### src/rtl/arb_pkg.sv
// Shared types and constants for the round-robin encoder arbiter.
package arb_pkg;
  localparam int N     = 8;
  localparam int IDX_W = 3;

  typedef enum logic {
    IDLE  = 1'b0,
    GRANT = 1'b1
  } state_e;

  function automatic logic [N-1:0] onehot(input logic [IDX_W-1:0] i);
    logic [N-1:0] v;
    v    = '0;
    v[i] = 1'b1;
    return v;
  endfunction
endpackage

### src/rtl/rr_enc_arbiter_if.sv
// Request/grant bundle between requesters (master) and the arbiter (slave).
interface rr_enc_arbiter_if;
  import arb_pkg::*;

  logic             en;
  logic [N-1:0]     req;
  logic             done;
  logic [N-1:0]     gnt;
  logic [IDX_W-1:0] gnt_idx;
  logic             gnt_vld;
  logic             timeout;

  modport master (
    output en, req, done,
    input  gnt, gnt_idx, gnt_vld, timeout
  );

  modport slave (
    input  en, req, done,
    output gnt, gnt_idx, gnt_vld, timeout
  );
endinterface

### src/rtl/rr_prio_enc.sv
// Rotated 8->3 priority encoder: lowest set bit at or above ptr wins, wrapping.
module rr_prio_enc
  import arb_pkg::*;
(
  input  logic [N-1:0]     req,
  input  logic [IDX_W-1:0] ptr,
  output logic [IDX_W-1:0] idx,
  output logic             any
);

  logic [N-1:0]     rot;
  logic [IDX_W-1:0] enc;

  // rot[0] is the requester sitting at the current pointer
  generate
    for (genvar g = 0; g < N; g++) begin : g_rot
      logic [IDX_W-1:0] src;
      assign src    = IDX_W'(g) + ptr;
      assign rot[g] = req[src];
    end
  endgenerate

  always_comb begin
    enc = '0;
    for (int i = N - 1; i >= 0; i--) begin
      if (rot[i]) enc = IDX_W'(i);
    end
  end

  assign idx = enc + ptr;
  assign any = |req;

endmodule

### src/rtl/rr_enc_arbiter.sv
// Round-robin arbiter for 8 requesters; grant held until done, request drop
// or hold limit, with a one-cycle timeout pulse on hold-limit revocation.
module rr_enc_arbiter
  import arb_pkg::*;
#(
  parameter int MAX_HOLD = 16
) (
  input  logic             clk,
  input  logic             rst_n,
  rr_enc_arbiter_if.slave  bus
);

  localparam int CNT_W = $clog2(MAX_HOLD);

  state_e           state_q, state_d;
  logic [N-1:0]     gnt_q, gnt_d;
  logic [IDX_W-1:0] idx_q, idx_d;
  logic [IDX_W-1:0] ptr_q, ptr_d;
  logic [CNT_W-1:0] cnt_q, cnt_d;
  logic             tmo_q, tmo_d;

  logic [IDX_W-1:0] win;
  logic             any;
  logic             hold_lim;
  logic             req_held;

  rr_prio_enc u_enc (
    .req (bus.req),
    .ptr (ptr_q),
    .idx (win),
    .any (any)
  );

  assign hold_lim = (cnt_q == CNT_W'(MAX_HOLD - 1));
  assign req_held = bus.req[idx_q];

  always_comb begin
    state_d = state_q;
    gnt_d   = gnt_q;
    idx_d   = idx_q;
    ptr_d   = ptr_q;
    cnt_d   = cnt_q;
    tmo_d   = 1'b0;
    case (state_q)
      IDLE: begin
        if (bus.en && any) begin
          state_d = GRANT;
          gnt_d   = onehot(win);
          idx_d   = win;
          cnt_d   = '0;
        end
      end
      GRANT: begin
        if (bus.done || !req_held || hold_lim) begin
          state_d = IDLE;
          gnt_d   = '0;
          idx_d   = '0;
          cnt_d   = '0;
          ptr_d   = idx_q + IDX_W'(1);
          // a normal release (done or drop) masks the hold limit
          tmo_d   = hold_lim && !bus.done && req_held;
        end else begin
          cnt_d = cnt_q + CNT_W'(1);
        end
      end
      default: state_d = IDLE;
    endcase
  end

  always_ff @(posedge clk or negedge rst_n) begin
    if (!rst_n) begin
      state_q <= IDLE;
      gnt_q   <= '0;
      idx_q   <= '0;
      ptr_q   <= '0;
      cnt_q   <= '0;
      tmo_q   <= 1'b0;
    end else begin
      state_q <= state_d;
      gnt_q   <= gnt_d;
      idx_q   <= idx_d;
      ptr_q   <= ptr_d;
      cnt_q   <= cnt_d;
      tmo_q   <= tmo_d;
    end
  end

  assign bus.gnt     = gnt_q;
  assign bus.gnt_idx = idx_q;
  assign bus.gnt_vld = (state_q == GRANT);
  assign bus.timeout = tmo_q;

endmodule
### src/flat_wrapper.sv
// flat-port wrapper written by rule: the top's interface ports become plain ports
module rr_enc_arbiter_flat import arb_pkg::*;
#(
  parameter int MAX_HOLD = 16
)
  (clk, rst_n, bus_en, bus_req, bus_done, bus_gnt, bus_gnt_idx, bus_gnt_vld, bus_timeout);
  rr_enc_arbiter_if bus_i ();
  input  logic clk;
  input  logic rst_n;
  input wire logic [$bits(bus_i.en)-1:0] bus_en;
  input wire logic [$bits(bus_i.req)-1:0] bus_req;
  input wire logic [$bits(bus_i.done)-1:0] bus_done;
  output wire logic [$bits(bus_i.gnt)-1:0] bus_gnt;
  output wire logic [$bits(bus_i.gnt_idx)-1:0] bus_gnt_idx;
  output wire logic [$bits(bus_i.gnt_vld)-1:0] bus_gnt_vld;
  output wire logic [$bits(bus_i.timeout)-1:0] bus_timeout;
  assign bus_i.en = bus_en;
  assign bus_i.req = bus_req;
  assign bus_i.done = bus_done;
  assign bus_gnt = bus_i.gnt;
  assign bus_gnt_idx = bus_i.gnt_idx;
  assign bus_gnt_vld = bus_i.gnt_vld;
  assign bus_timeout = bus_i.timeout;
  rr_enc_arbiter #(.MAX_HOLD(MAX_HOLD)) u_core (.clk(clk), .rst_n(rst_n), .bus(bus_i));
endmodule
### config.mk
export PLATFORM = sky130hd
export DESIGN_NAME = rr_enc_arbiter_flat
export DESIGN_NICKNAME = d
export VERILOG_FILES = /design/src/rtl/arb_pkg.sv /design/src/rtl/rr_enc_arbiter_if.sv /design/src/rtl/rr_prio_enc.sv /design/src/rtl/rr_enc_arbiter.sv /design/src/flat_wrapper.sv
export SDC_FILE = /design/constraint.sdc
export NUM_CORES = 1
export LEC_CHECK = 0
export CAP_MARGIN = 20
export CORE_UTILIZATION = 49
export DETAILED_ROUTE_END_ITERATION = 7
export PLACE_DENSITY = 0.83
export REMOVE_ABC_BUFFERS = 1
export SETUP_SLACK_MARGIN = 0.4
export SYNTH_ARGS = -nofsm -noshare
export SYNTH_HDL_FRONTEND = slang
export SYNTH_SLANG_ARGS = --single-unit
### constraint.sdc
create_clock -name clk -period 4.15 [get_ports clk]
set_clock_uncertainty 0.2 [all_clocks]
set_input_delay 0.83 -clock clk [delete_from_list [all_inputs] [get_ports clk]]
set_output_delay 0.83 -clock clk [all_outputs]
set_load 0.1 [all_outputs]
==> results of run 1 <==
-- cells in the final DEF, fill, tap and decap left out, types with 2 or more instances in the layout --
master and count:
a21oi_1 2, buf_4 31, nor2b_1 2, mux2i_2 6
or4_1 2, nand3_1 21, inv_1 4, nor2_1 8
o21ai_1 4, mux4_2 14, nand4_1 3, nand2b_1 2
clkdlybuf4s50_1 16, ha_1 2, and4b_1 2, o21ai_0 12
dfrtp_1 19, inv_2 3, buf_6 3, a32o_1 2
clkbuf_2 8, mux2_2 3, clkbuf_4 3, nand2_1 20
nor4b_4 2, ha_2 2
-- logic make-up after synthesis --
family	after synthesis	share of synthesized area
muxes	24	0.254
xor gates and xnor gates	4	0.0211
and+or+nand+nor	74	0.230
adders and majority gates	6	0.0496
DFF	20	0.301
AOI/OAI and AO/OA	27	0.101
buffers and inverters	15	0.0436
-- registers in the layout, summed over array words and instances (netlist names) --
| register | flops |
|---|---|
| u_core.bus.gnt | 8 |
| u_core.cnt_q | 4 |
| u_core.bus.gnt_idx | 3 |
| u_core.ptr_q | 3 |
| u_core.bus.gnt_vld | 1 |
| u_core.bus.timeout | 1 |
-- routing by layer --
layer,global-route usage,vias to the layer above,share of wire
met5,0,-,0
met4,0.103,0,0.028
met3,0.0563,16,0.065
met2,0.452,101,0.51
met1,0.365,839,0.39
li1,-,757,-
-- layout make-up --
type	count	area, sq um	area share
multi-input cells	135	1250	0.527
inverters	7	26.3	0.0111
clock buffers	3	22.5	0.00949
well taps	44	55.1	0.0232
repair buffers	59	487	0.205
clock inverters	1	30.0	0.0127
flip-flops and latches	20	502	0.211
-- worst max-delay path, delay by kind of cell (launching register included) --
family                     cells  cell delay (ns)
xor gates and xnor gates       1             0.20
and+or+nand+nor                4             0.63
AOI/OAI and AO/OA              3             0.45
DFF                            1             0.43
adders and majority gates      3             0.90
muxes                          2             0.66
buffers and inverters          3             0.30
-- metrics by stage --
step / std cells / setup slack (ns)
after floorplan: 162 / -0.0942
after global placement: 258 / -0.169
after detailed placement: 258 / -0.319
after CTS: 262 / 0.411
after global routing: 269 / 0.179
final: 269 / 0.334
-- worst max path at each step --
stage          slack, ns                end       startpoint
3_3_place_gp       -0.17  u_core.bus.gnt[6]       bus_req[6]
5_1_grt             0.18  u_core.bus.gnt[2]  u_core.ptr_q[0]
6_report            0.33  u_core.bus.gnt[2]  u_core.ptr_q[0]
4_1_cts             0.41  u_core.bus.gnt[7]       bus_req[0]
3_5_place_dp       -0.32  u_core.bus.gnt[6]       bus_req[1]
2_1_floorplan      -0.09  u_core.bus.gnt[6]  u_core.ptr_q[0]
-- repair_timing --
action | CTS | global route
gates resized for setup | 20 | 48
pin swaps | 2 | 18
setup buffers | 0 | 7
endpoints found under the setup margin | 9 | 9
==> results.toml, run 1 <==
[status]
run_status = "finished clean"

[sta]
timing.final.setup_violations = 0
hold_viol = 0
achievable-frequency_mhz = 262
timing_max_transition_violations_final = 0
period_needed_ns = 3.82
timing_worst_slew_pin_value_ns = 0.973
rsz0062_at_grt = "true"
period_share = 0.920
tns_ns = 0
timing.slew.headroom = 0.349
finalHoldWorstSlack_ns = 0.300

[logic_synthesis]
yosysWarningCount = 0
ys_top_cells_by_area = "dfrtp_1 (30%), mux4_2 (19%), nand3_1 (6.3%)"
synth_cells = 170
ys_seq_elements = 20
synth_common_cells = "nand2_1 (21), nand3_1 (21), dfrtp_1 (20)"
synth_sequential_area_ratio = 0.301
yosysTopAreaCellShare = 0.301
syn-mean-instance-area_sq_um = 9.79
mapped_cell_area_sq_mm = 0.00166
synth_top_flop_cell = "dfrtp_1"
synth_top_cell_by_area = "dfrtp_1"
synth-edff-count = 0
async_flop_share = 1.00
synthDistinctLibCells = 39

[grt]
grt_antenna_before_repair = 0
grt_pass1_wl_um = 7490
grt_max_degree = 21
grt_overflow_total = 0
first_global_vias = 1607
grt_usage = 0.279

[clock_network]
cts.hold.buffers_added = 0
cts.clk_slew.worst_paths_ns = 0.13
tritoncts = "yes"
source_to_sink_clock_delay_at_the_later_pin_of_the_worst_skew_pair_ns = 0.32
clk_path_buf_depth = 2
cts_htree_levels = 1
cts_root_buf = "clkbuf_4"
tritoncts.num_buffers = 3
clock_sink_count = 20

[cells_and_area]
final_core_util = 0.758
num-nets-final = 244
filler_cell_count = 188
final_cell_area_sq_mm = 0.00237
layout-drive-gt1-share = 0.409
insertedDiodeCount = 0
synthToLayoutAreaGrowth_pct = 42.6

[route]
antenna_left = 0
number_of_iterations_in_the_first_detailed_routing_pass = 4
vias = 1713
wirelength_um = 4810
detailedRoute.firstIterationViolations = 132
post-route-drc-count = 0
post_drt_via_cell_ratio = 6.37
drt-wirelength-per-cell_um = 17.9

[critical_path]
cell_seen_most_often_among_critical_path_stages = "inv_2"
setup.worst_path.start_class = "flop"
critPathRequiredTime_ns = 4.22
path_cells = "inv_2 > ha_4 > mux2i_2 > mux4_2 > nand2b_4 > o21ai_2 > nand2_1 > a221oi_2 > ha_2 > inv_2 > fa_2 > xnor2_4 > buf_6 > nor4_4 > o21ai_1 > nand3_1"
cp.arrival_ns = 3.88
worstSetupEndpointType = "flop"
reg2reg_depth = 16
timing.reg2reg.setup_slack_ns = 0.33
r2r-start = "u_core.ptr_q[0]"
worst_setup_path_category = "flop to flop"
cp_max_fo = 6
max_stage_delay_ns = 0.49
crit_slowest_cell = "mux4_2"
worstReg2RegEnd = "u_core.bus.gnt[2]"

[floorplanning]
design.die.area_sq_mm = 0.00363
floorplan.io_pins = 25
std_cell_rows = 20
core_sq_mm = 0.00313
start_util = 0.532
fp.dieW_um = 60.3
die_height_um = 60.3

[hold_path]
holdPathEnd = "u_core.bus.gnt[2]"
hold-path-cell-count = 2
worstHoldPathType = "flop to flop"
worstHoldStart = "u_core.bus.gnt[2]"

[placement]
dpl.hpwl_um = 3220
routabilityCongestion = 0.869
dpl_cell_area_sq_mm = 0.00212
placement.io_buffers = 24

[job]
timing.max_cap.violations = 0
Power of run 1 is not shown: default switching activity piles up to over one toggle a cycle in this logic, so the estimate is an artifact.
==> inputs of run 2 (changes only) <==
CORE_UTILIZATION = 51   (was 49)
CTS_BUF_LIST = sky130_fd_sc_hd__clkbuf_8   (was unset)
PLACE_DENSITY = 0.86   (was 0.83)
SETUP_SLACK_MARGIN = 0.2   (was 0.4)
==> results.toml, run 2 (synthesized netlist as in run 1, its figures left out) <==
[status]
run_status = "finished clean"

[cells_and_area]
synthToLayoutAreaGrowth_pct = 32.5
filler_cell_count = 227
fin_cells = 256
register_area_sq_um = 500
final_cell_area_sq_mm = 0.00220
multi_input_area_sq_mm = 0.00119
mostFrequentLayoutCells = "nand2_1 (21), nand3_1 (21), buf_4 (20), dfrtp_1 (20)"
layout-drive-gt1-share = 0.316
largest_reg_flops = 8
num-nets-final = 231
insertedDiodeCount = 0

[critical_path]
setup.worst_path.start_class = "flop"
worst_setup_path_category = "flop to flop"
cell_seen_most_often_among_critical_path_stages = "nand3_1"
cp.arrival_ns = 3.77
max_stage_delay_ns = 0.47
critical-path-top-delay-family = "adder cells"
path_buf_inv = 3
worstSetupEndpointType = "flop"
critPathRequiredTime_ns = 4.14
path_cells = "inv_4 > ha_4 > mux2i_1 > mux4_2 > nand2b_1 > o21ai_1 > nand2_1 > a221oi_2 > ha_2 > inv_1 > fa_2 > xnor2_4 > buf_6 > and4b_1 > nand3_1 > nand3_1"
timing.reg2reg.setup_slack_ns = 0.37
cp_max_fo = 7
crit_slowest_cell = "mux4_2"

[sta]
timing_max_transition_violations_final = 0
achievable-frequency_mhz = 265
period_share = 0.910
timing.final.setup_violations = 0
finalHoldWorstSlack_ns = 0.297
rsz0062_at_grt = "false"
period_needed_ns = 3.78
tns_ns = 0
hold_viol = 0
timing_worst_slew_pin_value_ns = 0.979
timing.slew.headroom = 0.345

[floorplanning]
fp.dieW_um = 59.1
floorplan.io_pins = 25
start_util = 0.541
die_height_um = 59.1
design.die.area_sq_mm = 0.00350
std_cell_rows = 20
core_sq_mm = 0.00308

[grt]
grt_pass1_wl_um = 7250
grt_usage = 0.271
grt_max_degree = 21
grt_overflow_total = 0
grt_antenna_before_repair = 0
first_global_vias = 1589

[route]
post-route-drc-count = 0
antenna_left = 0
wl_met1_um = 1650
routed-wl-met2_um = 2340
highest-signal-layer = "met4"
detailedRoute.firstIterationViolations = 107
wirelength_um = 4350
vias = 1632
number_of_iterations_in_the_first_detailed_routing_pass = 4
drt-wirelength-per-cell_um = 17.0
wl_met3_um = 261
post_drt_via_cell_ratio = 6.38

[clock_network]
tritoncts = "yes"
cts.hold.buffers_added = 0
cts_htree_levels = 1
cts.clk_slew.worst_paths_ns = 0.07
source_to_sink_clock_delay_at_the_later_pin_of_the_worst_skew_pair_ns = 0.25
clock_sink_count = 20
cts_root_buf = "clkbuf_8"
clk_path_buf_depth = 2
tritoncts.num_buffers = 3

[placement]
dpl_cell_area_sq_mm = 0.00207
routabilityCongestion = 0.886
placement.io_buffers = 24
dpl.cell_count = 251
dpl.hpwl_um = 3190

[job]
timing.max_cap.violations = 0

[hold_path]
worstHoldPathType = "flop to flop"
==> run 2: cell types whose count changed in the layout (fill, tap and decap cells not counted), moves of 2 or more <==
cell	before	now
clkbuf_8	0	4
mux2i_1	1	5
mux2i_2	6	2
inv_2	3	0
o21ai_1	4	1
buf_4	31	20
inv_1	4	6
clkbuf_4	3	0
o21ai_0	12	16
==> run 2: what timing repair did <==
| action | CTS | global route |
|---|---|---|
| resized for setup | 17 | 29 |
| setup buffers | 0 | 1 |
| endpoints found under the hold margin | 0 | 0 |
| pin swaps | 1 | 5 |
| setup endpoints to repair | 9 | 9 |
==> run 2: area by class of cell <==
| type | count | area share |
|---|---|---|
| well taps | 44 | 0.0250 |
| flip-flops and latches | 20 | 0.227 |
| multi-input cells | 135 | 0.541 |
| inverters | 7 | 0.0131 |
| clock buffers | 4 | 0.0250 |
| repair buffers | 46 | 0.169 |
==> run 2: per-layer routing <==
metal,global-route usage,vias to the layer above
met3,0.0568,14
li1,-,734
met2,0.476,79
met4,0.0816,0
met1,0.336,805
met5,0,-
==> run 2: worst reg2reg max path, stage by stage, from the launching register on <==
cell and delay (ns):
dfrtp_1 0.43, inv_4 0.12, ha_4 0.24, mux2i_1 0.18
mux4_2 0.47, nand2b_1 0.16, o21ai_1 0.07, nand2_1 0.07
a221oi_2 0.25, ha_2 0.21, inv_1 0.06, fa_2 0.43
xnor2_4 0.22, buf_6 0.18, and4b_1 0.22, nand3_1 0.09
nand3_1 0.13
==> run 2: path summary, 6_finish.rpt <==
check                      cells past startpoint              start                end
setup / recovery                              16    u_core.ptr_q[0]  u_core.bus.gnt[3]
hold / removal                                 2  u_core.bus.gnt[7]  u_core.bus.gnt[7]
setup reg to reg                              16    u_core.ptr_q[0]  u_core.bus.gnt[3]
hold reg to reg                                2  u_core.bus.gnt[7]  u_core.bus.gnt[7]
max in group asynchronous                      1              rst_n    u_core.ptr_q[1]
min in group asynchronous                      1              rst_n  u_core.bus.gnt[0]
==> run 2: metrics by stage <==
stage / setup WS, ns / utilization
after floorplan: -0.0942 / -
after global placement: -0.153 / 0.673
after detailed placement: -0.314 / 0.673
after CTS: 0.302 / 0.703
after global routing: 0.189 / 0.716
final: 0.374 / 0.716
Power of run 2 is left out for the same reason.
==> inputs of run 3 (changes only) <==
ABC_AREA = 0   (was unset)
CELL_PAD_IN_SITES_DETAIL_PLACEMENT = 2   (was unset)
CELL_PAD_IN_SITES_GLOBAL_PLACEMENT = 2   (was unset)
CORE_UTILIZATION = 32   (was 51)
==> results.toml, run 3 (synthesized netlist as in run 1, its figures left out) <==
[status]
run_status = "finished clean"

[route]
vias = 1672
post-route-drc-count = 0
drt-wirelength-per-cell_um = 22.7
antenna_left = 0
number_of_iterations_in_the_first_detailed_routing_pass = 4
detailedRoute.firstIterationViolations = 83
wirelength_um = 6490
post_drt_via_cell_ratio = 5.85

[grt]
grt_overflow_total = 0
grt_usage = 0.246
grt_antenna_before_repair = 0
grt_max_degree = 21
first_global_vias = 1865
grt_pass1_wl_um = 9890

[placement]
dpl_cell_area_sq_mm = 0.00214
placement.io_buffers = 24
routabilityCongestion = 0.774
dpl.hpwl_um = 4560

[critical_path]
reg2reg_depth = 16
cp.arrival_ns = 3.86
setup.worst_path.start_class = "input pin"
r2r-start = "u_core.ptr_q[0]"
path_cells = "clkbuf_2 > buf_4 > mux4_2 > mux2_2 > nand2b_1 > a32o_1 > a22oi_2 > fa_2 > buf_4 > nor4b_4 > o21ai_0 > nand3_1"
critical_path_depth = 12
cell_seen_most_often_among_critical_path_stages = "buf_4"
worst_setup_path_category = "input pin to flop"
path_buf_inv = 3
crit_slowest_cell = "mux4_2"
startpoint = "bus_req[0]"
worstSetupEndpointType = "flop"
worstReg2RegEnd = "u_core.bus.gnt[3]"
cp_max_fo = 5
critical-path-top-delay-family = "multiplexers"
critPathRequiredTime_ns = 4.15
max_stage_delay_ns = 0.50
worst_setup_path_endpoint = "u_core.bus.gnt[3]"
timing.reg2reg.setup_slack_ns = 0.34

[clock_network]
cts.hold.buffers_added = 0
clk_path_buf_depth = 2
source_to_sink_clock_delay_at_the_later_pin_of_the_worst_skew_pair_ns = 0.26
cts_htree_levels = 1
tritoncts.num_buffers = 3
cts_root_buf = "clkbuf_8"
tritoncts = "yes"
cts.clk_slew.worst_paths_ns = 0.08
clock_sink_count = 20

[floorplanning]
core_sq_mm = 0.00485
floorplan.io_pins = 25
design.die.area_sq_mm = 0.00549
std_cell_rows = 25
fp.dieW_um = 74.1
die_height_um = 74.1
start_util = 0.343

[sta]
achievable-frequency_mhz = 259
rsz0062_at_grt = "false"
period_share = 0.931
timing_worst_slew_pin_value_ns = 0.973
hold_viol = 0
timing_max_transition_violations_final = 0
tns_ns = 0
timing.slew.headroom = 0.349
period_needed_ns = 3.86
timing.final.setup_violations = 0

[cells_and_area]
register_area_sq_um = 502
layout-drive-gt1-share = 0.361
largest_reg_flops = 8
final_cell_area_sq_mm = 0.00233
mostFrequentLayoutCells = "buf_4 (26), nand2_1 (21), nand3_1 (21), dfrtp_1 (19), clkdlybuf4s50_1 (16)"
synthToLayoutAreaGrowth_pct = 39.9
filler_cell_count = 495
mostFrequentLayoutCell = "buf_4"
final_core_util = 0.480
num-nets-final = 238
insertedDiodeCount = 0
multi_input_area_sq_mm = 0.00123

[job]
timing.max_cap.violations = 0

[hold_path]
hold-path-cell-count = 2
worstHoldPathType = "flop to flop"
[run 3: how the worst min path moves through the flow]
| stage | start | end | slack, ns |
|---|---|---|---|
| 2_1_floorplan | u_core.cnt_q[2] | u_core.cnt_q[2] | 0.27 |
| 3_3_place_gp | u_core.bus.gnt[5] | u_core.bus.gnt[5] | 0.28 |
| 3_5_place_dp | u_core.bus.gnt[4] | u_core.bus.gnt[4] | 0.29 |
| 4_1_cts | u_core.bus.gnt[4] | u_core.bus.gnt[4] | 0.32 |
| 5_1_grt | u_core.bus.gnt[4] | u_core.bus.gnt[4] | 0.35 |
| 6_report | u_core.bus.gnt[4] | u_core.bus.gnt[4] | 0.32 |
[run 3: worst min-delay path, delay by kind of cell (launching register included)]
family	cells	cell delay, ns
and+or+nand+nor	2	0.12
DFF	1	0.36
[run 3: layer usage]
layer  GRT usage  vias to the layer above  share of wire
met1       0.281                      875           0.39
li1            -                      739              -
met5           0                        -              0
met4      0.0769                        0          0.024
met3      0.0230                       14          0.027
met2       0.477                       44           0.56
[run 3: area by class of cell]
cell class	instances	share of cell area
multi-input cells	135	0.529
flip-flops and latches	20	0.215
clock buffers	4	0.0236
repair buffers	53	0.184
inverters	7	0.0113
well taps	67	0.0360
[run 3: through the flow]
stage	setup slack, ns	hold slack (ns)	std cells
finish	0.287	0.316	286
global route	0.124	0.345	286
CTS	0.180	0.317	285
detailed placement	-0.542	0.292	279
global placement	-0.259	0.281	279
floorplan	-0.0942	0.273	162
[run 3: what timing repair did]
action,in CTS,in global routing
buffers inserted,2,1
endpoints found under the setup margin,9,9
pin swaps,3,6
gates resized for setup,27,32
Power of run 3 is left out for the same reason.
